--- src/rtl/csa_double_bist_top.sv ---
// 7-bit self-repairing carry-select adder with BIST; five 2-bit blocks cover three positions.
// Optional FAULT_INJECT_EN adds fi_mask to force s0[0] stuck-at-1 per block.
module csa_double_bist_top #(
    parameter int PAT_LAST = 15
) (
    input  logic       clk,
    input  logic       init,
    input  logic       test,
    input  logic [6:0] x,
    input  logic [6:0] y,
    input  logic       cin,
`ifdef FAULT_INJECT_EN
    input  logic [4:0] fi_mask,
`endif
    output logic [6:0] sum,
    output logic       cout,
    output logic [3:0] test_data,
    output logic [4:0] comp,
    output logic       test_done,
    output logic       map_err
);

    logic [3:0]      r_cnt;
    logic [4:0]      r_comp;
    logic            r_done;
    logic [2:0][2:0] r_map;
    logic            r_map_err;

    logic [4:0]      w_fi;
    logic [2:0][2:0] w_map;
    logic            w_map_err;
    logic [2:0]      w_n;
    logic [2:0]      w_good;
    logic [4:0][1:0] w_a;
    logic [4:0][1:0] w_b;
    logic [4:0][5:0] w_resp;
    logic [4:0]      w_match;
    logic [2:0]      w_tsum;
    logic [5:0]      w_desired;
    logic [2:0][1:0] w_xp;
    logic [2:0][1:0] w_yp;
    logic [2:0][2:0] w_sel;
    logic [3:0]      w_c;
    logic [1:0]      w_bit0;

`ifdef FAULT_INJECT_EN
    assign w_fi = fi_mask;
`else
    assign w_fi = 5'b00000;
`endif

    assign w_xp = {x[6:5], x[4:3], x[2:1]};
    assign w_yp = {y[6:5], y[4:3], y[2:1]};

    // In normal mode each physical block sees the pair of the position it serves
    always_comb begin
        w_a = '0;
        w_b = '0;
        for (int k = 0; k < 5; k++) begin
            if (test) begin
                w_a[k] = r_cnt[3:2];
                w_b[k] = r_cnt[1:0];
            end else begin
                for (int l = 0; l < 3; l++) begin
                    if (r_map[l] == 3'(k)) begin
                        w_a[k] = w_xp[l];
                        w_b[k] = w_yp[l];
                    end
                end
            end
        end
    end

    for (genvar k = 0; k < 5; k++) begin : g_blk
        logic [2:0] w_s0;
        logic [2:0] w_s1;
        assign w_s0 = (3'(w_a[k]) + 3'(w_b[k])) | {2'b00, w_fi[k]};
        assign w_s1 = 3'(w_a[k]) + 3'(w_b[k]) + 3'd1;
        assign w_resp[k] = {w_s1, w_s0};
        assign w_match[k] = (w_resp[k] == w_desired);
    end

    assign w_tsum = 3'(r_cnt[3:2]) + 3'(r_cnt[1:0]);
    assign w_desired = {w_tsum + 3'd1, w_tsum};

    // Passing blocks fill positions first, then the lowest failed ones
    always_comb begin
        w_map = '0;
        w_n = '0;
        for (int k = 0; k < 5; k++) begin
            if (r_comp[k]) begin
                if (w_n < 3'd3) w_map[w_n[1:0]] = 3'(k);
                w_n = w_n + 3'd1;
            end
        end
        w_good = w_n;
        for (int k = 0; k < 5; k++) begin
            if (!r_comp[k]) begin
                if (w_n < 3'd3) w_map[w_n[1:0]] = 3'(k);
                w_n = w_n + 3'd1;
            end
        end
        w_map_err = (w_good < 3'd3);
    end

    assign w_bit0 = {1'b0, x[0]} + {1'b0, y[0]} + {1'b0, cin};
    assign w_c[0] = w_bit0[1];

    always_comb begin
        w_sel = '0;
        for (int l = 0; l < 3; l++) begin
            w_sel[l] = w_c[l] ? w_resp[r_map[l]][5:3] : w_resp[r_map[l]][2:0];
        end
    end

    assign w_c[1] = w_sel[0][2];
    assign w_c[2] = w_sel[1][2];
    assign w_c[3] = w_sel[2][2];

    assign sum  = test ? 7'd0 :
                  {w_sel[2][1:0], w_sel[1][1:0], w_sel[0][1:0], w_bit0[0]};
    assign cout = test ? 1'b0 : w_c[3];

    always_ff @(posedge clk) begin
        if (init) begin
            r_cnt     <= '0;
            r_comp    <= 5'b11111;
            r_done    <= 1'b0;
            r_map     <= {3'd2, 3'd1, 3'd0};
            r_map_err <= 1'b0;
        end else begin
            r_map     <= w_map;
            r_map_err <= w_map_err;
            if (test && !r_done) begin
                r_comp <= r_comp & w_match;
                if (r_cnt == 4'(PAT_LAST)) r_done <= 1'b1;
                else r_cnt <= r_cnt + 4'd1;
            end
        end
    end

    assign test_data = r_cnt;
    assign comp      = r_comp;
    assign test_done = r_done;
    assign map_err   = r_map_err;

endmodule

--- config.mk ---
export PLATFORM = sky130hd
export DESIGN_NAME = csa_double_bist_top
export DESIGN_NICKNAME = d
export VERILOG_FILES = /design/src/rtl/csa_double_bist_top.sv
export SDC_FILE = /design/constraint.sdc
export NUM_CORES = 1
export LEC_CHECK = 0
export BUFFER_PORTS_ARGS = -buffer_cell sky130_fd_sc_hd__buf_4
export CAP_MARGIN = 40
export CORE_ASPECT_RATIO = 0.9
export CORE_UTILIZATION = 33
export CTS_CLUSTER_DIAMETER = 50
export DETAILED_ROUTE_END_ITERATION = 8
export HOLD_SLACK_MARGIN = 0.1
export PLACE_DENSITY_LB_ADDON = 0.3
export SYNTH_ARGS = -nofsm -noshare
export SYNTH_HDL_FRONTEND = slang
export SYNTH_SLANG_ARGS = --single-unit
--- constraint.sdc ---
create_clock -name clk -period 10.95 [get_ports clk]
set_input_delay 0.5475 -clock clk [delete_from_list [all_inputs] [get_ports clk]]
set_output_delay 0.5475 -clock clk [all_outputs]
set_load 0.005 [all_outputs]
==> impl_summary.md, run 1 <==
Pwr
The areal power density over the cells is 363 nW/um^2. The net switching fraction of the power is 54.8%. The cell-internal power is 0.000724 W. The static leakage is 1.74 nW. The share of total power in combinational logic is 85.0%. VDD sags by at most 0.000150 V. The portion of total power attributed to the clock network is 5.2%. The switching power summed over all nets is 0.000877 W.

Of the total power, registers draw 9.8%.

Layout
The area of all placed cells without fillers is 4410 sq um. The final core utilization is 37.9%. Once layout is complete, the cells apart from fillers number 691.

The number of filler cells placed in the layout is 1202. From synthesis to final layout, the design area changed by 9.99%. The share of cells above drive strength 1 is 14.2%. The net count of the finished layout is 594. 0 antenna diodes ended up in the layout.

Yosys
The portion of the post-synthesis area used by sequential elements is 9.99%. The fraction of synthesized cell area taken by the top area cell type is 9.99%. The number of synthesized flops with an enable pin is 0. Counting instances in the post-synthesis netlist gives the leading cell types as 59 x sky130_fd_sc_hd__nor2_1, 36 x sky130_fd_sc_hd__o21ai_0, 33 x sky130_fd_sc_hd__a21oi_1, 32 x sky130_fd_sc_hd__ha_1, 32 x sky130_fd_sc_hd__nand2_1.

In this run the cell area of the synthesized design comes to 4010 sq um. A synthesized cell averages 7.55 sq um. The post-synthesis register bit count is 20. sky130_fd_sc_hd__nor2_1 is the most common cell in the netlist. The most frequently used flop master after synthesis is sky130_fd_sc_hd__dfxtp_1. Synthesis instantiated 71 different standard cells from the library. When the netlist entered floorplanning its net count stood at 589. During synthesis, Yosys emitted a total of 0 warnings. The post-synthesis cell type with the largest combined area is sky130_fd_sc_hd__dfxtp_1. In the synthesized netlist the async set-or-reset flop fraction comes to 0%. After technology mapping, the gate count stands at 531. In the post-synthesis netlist, the biggest area contributors are sky130_fd_sc_hd__dfxtp_1 10%, sky130_fd_sc_hd__ha_1 10%, sky130_fd_sc_hd__nor2_1 5.5%, sky130_fd_sc_hd__mux4_2 5.1%, sky130_fd_sc_hd__xnor2_1 5.0%.

Worst setup path
Across all register-to-register paths, the minimum setup slack is 4.52 ns. The critical path ends at sum[6]. The startpoint identified for the worst register-to-register timing path is comp[1].

The classification of the worst setup path is register to output pin. For this design, the slowest cell found on the critical path is sky130_fd_sc_hd__nor4b_1. The terminus of the critical flop-to-flop path is r_map[7].

Walking the worst path, the cells encountered are nand2b_1, nor2_1, nor4b_1, a22oi_1, nor2_1, a21oi_1, o21ai_0, ha_1, inv_1, fa_1, inv_1, ha_1, xor2_1, mux4_2, o22ai_1, a21oi_1, mux2_2, mux2_2, nor2_1, buf_4. Of all nets on the critical path, the largest fanout is 13. The origin of the worst setup path is r_map[5].

The required time of the critical path is 10.40 ns. The startpoint class of the critical path is a register. The cell family contributing the most delay on the critical path is simple AND/OR/NAND/NOR gates. The delay of the slowest cell on the worst path is 0.85 ns.

For the worst setup path, the data arrival time is 5.94 ns. The critical path runs through a total of 20 cells. The number of buffers and inverters on the critical path is 3. The number of cells traversed by the worst register-to-register path is 20. The cell repeated most along the worst path is sky130_fd_sc_hd__nor2_1. The worst setup path is captured at an output pin.

Floorplan
The width of the chip is 118 um. The die covers 12600 sq um. Once the floorplan was initialized, standard cells occupied 34.5% of the core. The floorplan has 37 rows. In this run the count of I/O pins placed on the die edge is 37. The area inside the core boundary is 11600 sq um. The die height is 107 um.

Clocking
The clock transition time at the flip-flop clock pins of the worst setup and hold paths is 0.06 ns. The clock tree root driver cell is sky130_fd_sc_hd__clkbuf_16. CTS built an H-tree with a depth of 1. The setup fix buffers added after clock tree synthesis is 0. TritonCTS built the clock tree. No sink is reached through more buffers than the 2 on the longest clock path. Clock latency on the worst-skew pair, taken at its later pin, is 0.25 ns. The quantity of gates resized following cts is 0.

The CTS sink count is 20. The number of hold buffers added after CTS is 0. Counting the buffers created by CTS gives 3.

Timing
The number of pins exceeding their max-slew limit in the final report is 0. The remaining max-slew budget at the tightest pin is 34.7%. At the pin with the least slew margin, the transition time is 0.967 ns. Based on the critical path, the design can be clocked at up to 0.154 GHz.

The post-route fraction of the period consumed by the critical path is 59.3%. Once routing completed, OpenROAD measured the worst setup slack at 4.46 ns. Setup repair after global routing left no endpoint under its margin. The final-report hold violation count is 0. The total negative slack for setup checks is 0 ns. The worst path in the final design needs a cycle of 6.49 ns, including I/O delays and setup.

For the final database, setup skew stands at 0.00171 ns. The count of final setup violators is 0.

Placed design
Once placement completed, the tool counted placed cells totaling 687. Detailed placement finished with a half-perimeter wire length of 9490 um. The count of buffers inserted at the top-level ports is 36.

In this run the cell area measured after placement is 4320 sq um. Routability-driven placement finished with a final weighted congestion of 0.869. At the placement stage, the worst setup path has a slack of 4.59 ns.

GRT
Entering global routing, the biggest net connects 35 pins. The number of global-route vias before repair came to 3859. The number of antenna violations at the first check in global routing is 0. For this run the aggregate overflow at the end of global routing stands at 0.

The overall track demand over capacity in global routing is 19.3%. The first global-routing pass estimated 19700 um of wire.

Detailed routing
The number of detailed-routing iterations run before antenna repair is 5. The DRC violation count after routing is 0. Detailed routing inserted a total of 4148 vias. The post-detailed-route count of antenna-violating nets is 0. The DRC marker count from the first detailed-route iteration is 496. In the final routed layout, each cell accounts on average for 17.5 um. The total length of routed wires is 12100 um.

The average via count per standard cell is 6.00.

Status
The run finished with clean final reports.

Flow run
Across the run, the number of max-cap violations was 0.

Hold path
The min-delay analysis places its worst path in the category register to register.
==> area by class of cell <==
type	instances	area, sq um	area share (%)
repair buffers	37	278	6.30
clock buffers	4	88.8	2.01
multi-input cells	444	3330	75.6
well taps	156	195	4.43
inverters	30	113	2.55
flip-flops and latches	20	400	9.08
==> state kept, by name (all words and copies together), names as in the netlist <==
signal and count:
comp 5, test_done 1, map_err 1, r_map 9, test_data 4
==> routing by layer <==
| metal | routed length [um] | GRT usage [%] | vias up | share of wire (%) |
|---|---|---|---|---|
| met5 | 0 | 0 | - | 0 |
| met4 | 238 | 5.95 | 0 | 2.0 |
| met3 | 968 | 4.51 | 24 | 8.0 |
| met2 | 5300 | 29.7 | 202 | 44 |
| met1 | 5570 | 26.5 | 1960 | 46 |
| li1 | - | - | 1962 | - |
==> placed cells by master (no fill, tap or decap), types with 3 or more instances in the layout <==
cell type / Yosys / final
sky130_fd_sc_hd__a211oi_1: 6 / 6
sky130_fd_sc_hd__nand2_1: 32 / 32
sky130_fd_sc_hd__a221o_1: 6 / 6
sky130_fd_sc_hd__ha_1: 32 / 32
sky130_fd_sc_hd__o21a_1: 12 / 12
sky130_fd_sc_hd__o221ai_1: 3 / 3
sky130_fd_sc_hd__o211ai_1: 4 / 4
sky130_fd_sc_hd__a22oi_1: 17 / 17
sky130_fd_sc_hd__nand3_1: 14 / 14
sky130_fd_sc_hd__and3_1: 3 / 3
sky130_fd_sc_hd__and2_1: 4 / 4
sky130_fd_sc_hd__nor3_1: 16 / 16
sky130_fd_sc_hd__mux4_2: 9 / 9
sky130_fd_sc_hd__xnor2_1: 23 / 23
sky130_fd_sc_hd__inv_1: 28 / 28
sky130_fd_sc_hd__dfxtp_1: 20 / 20
sky130_fd_sc_hd__o31ai_1: 5 / 5
sky130_fd_sc_hd__o31a_1: 6 / 6
sky130_fd_sc_hd__a21oi_1: 33 / 33
sky130_fd_sc_hd__buf_4: 0 / 37
sky130_fd_sc_hd__nor4_1: 5 / 5
sky130_fd_sc_hd__nand2b_1: 3 / 3
sky130_fd_sc_hd__xor2_1: 19 / 19
sky130_fd_sc_hd__a31oi_1: 10 / 10
sky130_fd_sc_hd__o21ai_0: 36 / 36
sky130_fd_sc_hd__o22ai_1: 5 / 5
sky130_fd_sc_hd__mux2_2: 4 / 4
sky130_fd_sc_hd__or2_2: 4 / 4
sky130_fd_sc_hd__nor2_1: 59 / 59
sky130_fd_sc_hd__nor2b_1: 9 / 9
sky130_fd_sc_hd__or3_1: 3 / 3
sky130_fd_sc_hd__clkbuf_16: 0 / 3
sky130_fd_sc_hd__fa_1: 8 / 8
sky130_fd_sc_hd__mux2i_1: 10 / 10
==> power by group through the flow <==
stage | Sequential, W | Clock [W] | Combinational (W)
after floorplan | 0.000107 | 0 | 0.00108
after global placement | 0.000156 | 0 | 0.00132
after detailed placement | 0.000156 | 0 | 0.00134
after CTS | 0.000155 | 0.0000851 | 0.00135
after global routing | 0.000164 | 0.0000885 | 0.00151
final | 0.000158 | 0.0000832 | 0.00136
==> stage by stage <==
stage / total power, W / hold WS [ns]
5_1_grt: 0.00176 / 0.559
3_3_place_gp: 0.00148 / 0.484
6_report: 0.00160 / 0.532
4_1_cts: 0.00159 / 0.537
3_5_place_dp: 0.00150 / 0.521
2_1_floorplan: 0.00119 / 0.488
==> logic make-up after synthesis <==
family | synth area share [%]
multiplexers | 8.68
XOR/XNOR | 10.6
flip-flops | 9.99
buffers and inverters | 6.84
AND/OR/NAND/NOR | 20.7
adder cells (fa/ha/maj) | 14.0
AO/OA/AOI/OAI | 29.2
==> worst register-to-register path, stage by stage, from the launching register on <==
cell and delay [ns]:
sky130_fd_sc_hd__dfxtp_1 0.68, sky130_fd_sc_hd__inv_1 0.28, sky130_fd_sc_hd__fa_1 0.86, sky130_fd_sc_hd__clkinv_1 0.35, sky130_fd_sc_hd__o21ai_0 0.27, sky130_fd_sc_hd__o211ai_1 0.13, sky130_fd_sc_hd__a211oi_1 0.71, sky130_fd_sc_hd__inv_1 0.16
sky130_fd_sc_hd__ha_1 0.38, sky130_fd_sc_hd__nor2_1 0.06, sky130_fd_sc_hd__a21oi_1 0.25, sky130_fd_sc_hd__ha_1 0.28, sky130_fd_sc_hd__nor2b_1 0.15, sky130_fd_sc_hd__a31oi_1 0.18, sky130_fd_sc_hd__o31a_1 0.31, sky130_fd_sc_hd__inv_1 0.11
sky130_fd_sc_hd__ha_1 0.29, sky130_fd_sc_hd__or3_1 0.34, sky130_fd_sc_hd__o21ai_0 0.11, sky130_fd_sc_hd__nor4b_2 0.31, sky130_fd_sc_hd__a41oi_1 0.08
==> worst min-delay path by stage <==
stage               from   endpoint  slack, ns  depth (start not counted)
4_1_cts        test_done  test_done       0.54                          2
2_1_floorplan  test_done  test_done       0.49                          2
3_3_place_gp   test_done  test_done       0.48                          2
3_5_place_dp   test_done  test_done       0.52                          2
5_1_grt        test_done  test_done       0.56                          2
6_report       test_done  test_done       0.53                          2
No activity file was read; power rests on OpenSTA's default activity.
==> inputs of run 2 (changes only) <==
==> constraint.sdc (replaced) <==
create_clock -name clk -period 5.26 [get_ports clk]
set_input_delay 0.263 -clock clk [delete_from_list [all_inputs] [get_ports clk]]
set_output_delay 0.263 -clock clk [all_outputs]
set_load 0.005 [all_outputs]
==> run 2 against run 1 <==
Compared with the run above:
- routed wire length is 4.6% higher
- register-to-register slack got worse by 4.0 ns
- combinational power up 130%
- die area is the same
- final cell count up 3.9%
- setup slack worse by 4.2 ns
- critical path type unchanged
- critical endpoint unchanged
- largest cell class unchanged
==> impl_summary.md, run 2 (synthesized netlist as in run 1, its figures left out) <==
Clocking
The CTS H-tree depth is 1 (unchanged). The CTS tree is built (unchanged). The clock transition time at the flip-flop clock pins of the worst setup and hold paths is 0.06 ns (about the same).

The CTS sink count is 20 (unchanged). The total clock buffers created by CTS is 3 (unchanged). The clock latency at the later pin of the worst-skew pair is 0.25 ns (about the same).

The setup fix buffers added after clock tree synthesis came to 0 (unchanged). The clock tree root driver cell is sky130_fd_sc_hd__clkbuf_16 (unchanged). The number of hold buffers added after CTS came to 0 (unchanged). The maximum clock insertion buffer count is 2 (unchanged).

Detailed routing
The DRC violation count after routing came to 0 (unchanged). The total length of routed wires is 12600 um (was 12100 um). The post-detailed-route count of antenna-violating nets is 0 (unchanged).

The average via count per standard cell is 5.92 (was 6.00). The detail-routed net length per standard cell is 17.6 um (was 17.5 um). The number of detailed-routing iterations run before antenna repair is 6 (was 5). The total number of vias is 4252 (was 4148). The DRC marker count from the first detailed-route iteration is 514 (was 496).

Pwr
The worst ir drop on vdd is 0.000247 V (was 0.000150 V). The final total power is 0.00354 W (was 0.00160 W). The share of total power in combinational logic is 88.5% (was 85.0%). The sequential group share of total power is 7.1% (was 9.8%). The cell-internal power came to 0.00166 W (was 0.000724 W). The switching power summed over all nets is 0.00189 W (was 0.000877 W). The areal power density over the cells is 757 nW/um^2 (was 363 nW/um^2).

The static leakage is 1.88 nW (was 1.74 nW). The net switching fraction of the power was 53.3% (was 54.8%). The portion of total power attributed to the clock network is 4.4% (was 5.2%).

Layout
Commonest cells after routing, fill and taps aside: 65 x sky130_fd_sc_hd__buf_4, 53 x sky130_fd_sc_hd__nor2_1, 36 x sky130_fd_sc_hd__o21ai_0 (was 59 x sky130_fd_sc_hd__nor2_1, 37 x sky130_fd_sc_hd__buf_4, 36 x sky130_fd_sc_hd__o21ai_0). The multi-input combinational cell area is 3410 sq um (was 3330 sq um). The number of nets in the finished design is 622 (was 594). The synthesis-to-layout area growth is 16.9% (was 9.99%). The antenna diode count is 0 (unchanged). The share of cells above drive strength 1 came to 21.5% (was 14.2%). The register cell area after layout is 404 sq um (was 400 sq um). The area of all placed cells without fillers was 4680 sq um (was 4410 sq um). The final core utilization was 40.3% (was 37.9%). The number of filler cells placed in the layout is 1171 (was 1202).

The register with the most flip-flops was r_map (unchanged). The flip-flop count of the largest register after layout came to 9 (unchanged). The leading cell type in the layout, fill and taps excluded was sky130_fd_sc_hd__buf_4 (was sky130_fd_sc_hd__nor2_1).

Placed design
The final HPWL from detailed placement is 10000 um (was 9490 um). The count of buffers inserted at the top-level ports is 36 (unchanged). The routability-driven placement congestion ratio is 0.964 (was 0.869).

The total placed instance area is 4540 sq um (was 4320 sq um).

Worst setup path
The origin of the worst setup path is r_map[3] (was r_map[5]). The startpoint class of the critical path was a register (unchanged). The number of cells traversed by the worst register-to-register path is 21 (was 20). Critical path, cell by cell: buf_4, nor2_4, nor4b_4, a22oi_1, nor2_1, a21oi_1, o21ai_0, ha_1, inv_1, fa_2, inv_1, ha_1, xor2_1, mux4_2, o22ai_1, a21oi_2, mux2_2, mux2_2, nor2_1, buf_4 (was nand2b_1, nor2_1, nor4b_1, a22oi_1, nor2_1, a21oi_1, o21ai_0, ha_1, inv_1, fa_1, inv_1, ha_1, xor2_1, mux4_2, o22ai_1, a21oi_1, mux2_2, mux2_2, nor2_1, buf_4).

The delay of the slowest cell on the worst path was 0.63 ns (was 0.85 ns). The worst-path cell with the longest stage delay is sky130_fd_sc_hd__fa_2 (was sky130_fd_sc_hd__nor4b_1). The highest net fanout along the worst path is 8 (was 13). The classification of the worst setup path is register to output pin (unchanged). The capture point of the critical path is sum[6] (unchanged). The kind of end point of the critical path was an output pin (unchanged). The required time of the critical path came to 5.00 ns (was 10.40 ns). The terminus of the critical flop-to-flop path is r_map[3] (was r_map[7]). The reg-to-reg critical path startpoint is comp[1] (unchanged). The signal arrival time at the worst endpoint was 4.74 ns (was 5.94 ns). The setup slack of the most critical reg-to-reg path is 0.49 ns (was 4.52 ns).

Timing
The worst-case hold slack was 0.324 ns (was 0.532 ns). The fmax is 0.200 GHz. The actual transition at the worst max-transition pin is 0.520 ns (was 0.967 ns). The remaining max-slew budget at the tightest pin is 65.1% (was 34.7%).

The number of pins exceeding their max-slew limit in the final report is 0 (unchanged). The count of final setup violators came to 0 (unchanged). The post-route fraction of the period consumed by the critical path is 95.1%. The worst path needs 5.00 ns of the cycle, external delays included. The final-report hold violation count was 0 (unchanged).

The final setup skew is 0.00424 ns (was 0.00171 ns).

Hold path
The worst hold-check path type is primary input to register (was register to register).

Floorplan
The number of top-level design ports was 37 (unchanged). The die area was 12600 sq um (unchanged). The die height is 107 um (unchanged). The row count is 37 (unchanged). The initial core utilization came to 34.5% (unchanged). The width of the chip is 118 um (unchanged). The area inside the core boundary is 11600 sq um (unchanged).

Flow run
The count of max-cap constraint violations was 0 (unchanged).

GRT
The total grt overflow is 0 (unchanged). The number of global-route vias before repair was 4039 (was 3859). The maximum number of pins on one net before global-route repair is 35 (unchanged).

The number of antenna violations at the first check in global routing is 0 (unchanged). The overall track demand over capacity in global routing is 20.5% (was 19.3%). The wire length of the first global-routing pass is 21100 um (was 19700 um).

Status
Result of the run: finished, final reports clean (unchanged).
[run 2: cell count changes in the layout (fill, tap and decap cells not counted), moves of 2 or more]
cell | previous run | this run
sky130_fd_sc_hd__buf_4 | 37 | 65
sky130_fd_sc_hd__nor2_1 | 59 | 53
sky130_fd_sc_hd__nor2_2 | 0 | 5
sky130_fd_sc_hd__dfxtp_1 | 20 | 17
sky130_fd_sc_hd__dfxtp_2 | 0 | 3
sky130_fd_sc_hd__fa_1 | 8 | 5
sky130_fd_sc_hd__fa_2 | 0 | 3
sky130_fd_sc_hd__nor4b_1 | 2 | 0
[run 2: critical path, delay by kind of cell (launching register included)]
family	cells	cell delay, ns
AO/OA/AOI/OAI	5	0.65
XOR/XNOR	1	0.18
adder cells (fa/ha/maj)	3	1.01
buffers and inverters	4	0.45
flip-flops	1	0.44
multiplexers	3	1.10
AND/OR/NAND/NOR	4	0.67
[run 2: layout make-up]
cell class / count / share of cell area [%]
multi-input cells: 444 / 72.8
well taps: 156 / 4.17
repair buffers: 65 / 10.4
clock buffers: 3 / 1.60
inverters: 30 / 2.40
flip-flops and latches: 20 / 8.63
[run 2: what timing repair did]
action | 4_1_cts | 5_1_grt
resized for setup | 2 | 18
pin swaps | 0 | 0
endpoints found under the setup margin | 3 | 5
hold endpoints to repair | 0 | 0
gates cloned | 0 | 0
[run 2: power groups by stage]
| stage | Clock (W) | Combinational [W] | Sequential (W) |
|---|---|---|---|
| global placement | 0 | 0.00302 | 0.000248 |
| global route | 0.000165 | 0.00346 | 0.000258 |
| finish | 0.000155 | 0.00314 | 0.000251 |
| floorplan | 0 | 0.00226 | 0.000224 |
| detailed placement | 0 | 0.00305 | 0.000249 |
| CTS | 0.000159 | 0.00307 | 0.000246 |
[run 2: metrics by stage]
step	std cells	worst slack, ns	TNS [ns]
after floorplan	531	0.157	0
after global placement	715	0.0659	0
after detailed placement	715	0.136	0
after CTS	718	0.0914	0
after global routing	718	-0.0120	-0.0120
final	718	0.257	0
[run 2: layer usage]
metal	vias up	GRT usage [%]	wire [um]
met1	2017	29.0	5760
met2	196	32.8	5580
met5	-	0	0
met3	25	3.81	1130
met4	0	3.21	172
li1	2014	-	-
[run 2: how the worst min path moves through the flow]
stage               from            to  slack [ns]  cells after the start
6_report            init  test_data[3]        0.32                      2
5_1_grt             init      r_map[6]        0.34                      2
4_1_cts             init  test_data[3]        0.32                      2
3_5_place_dp   test_done     test_done        0.51                      2
3_3_place_gp   test_done     test_done        0.49                      2
2_1_floorplan       init       map_err        0.42                      2
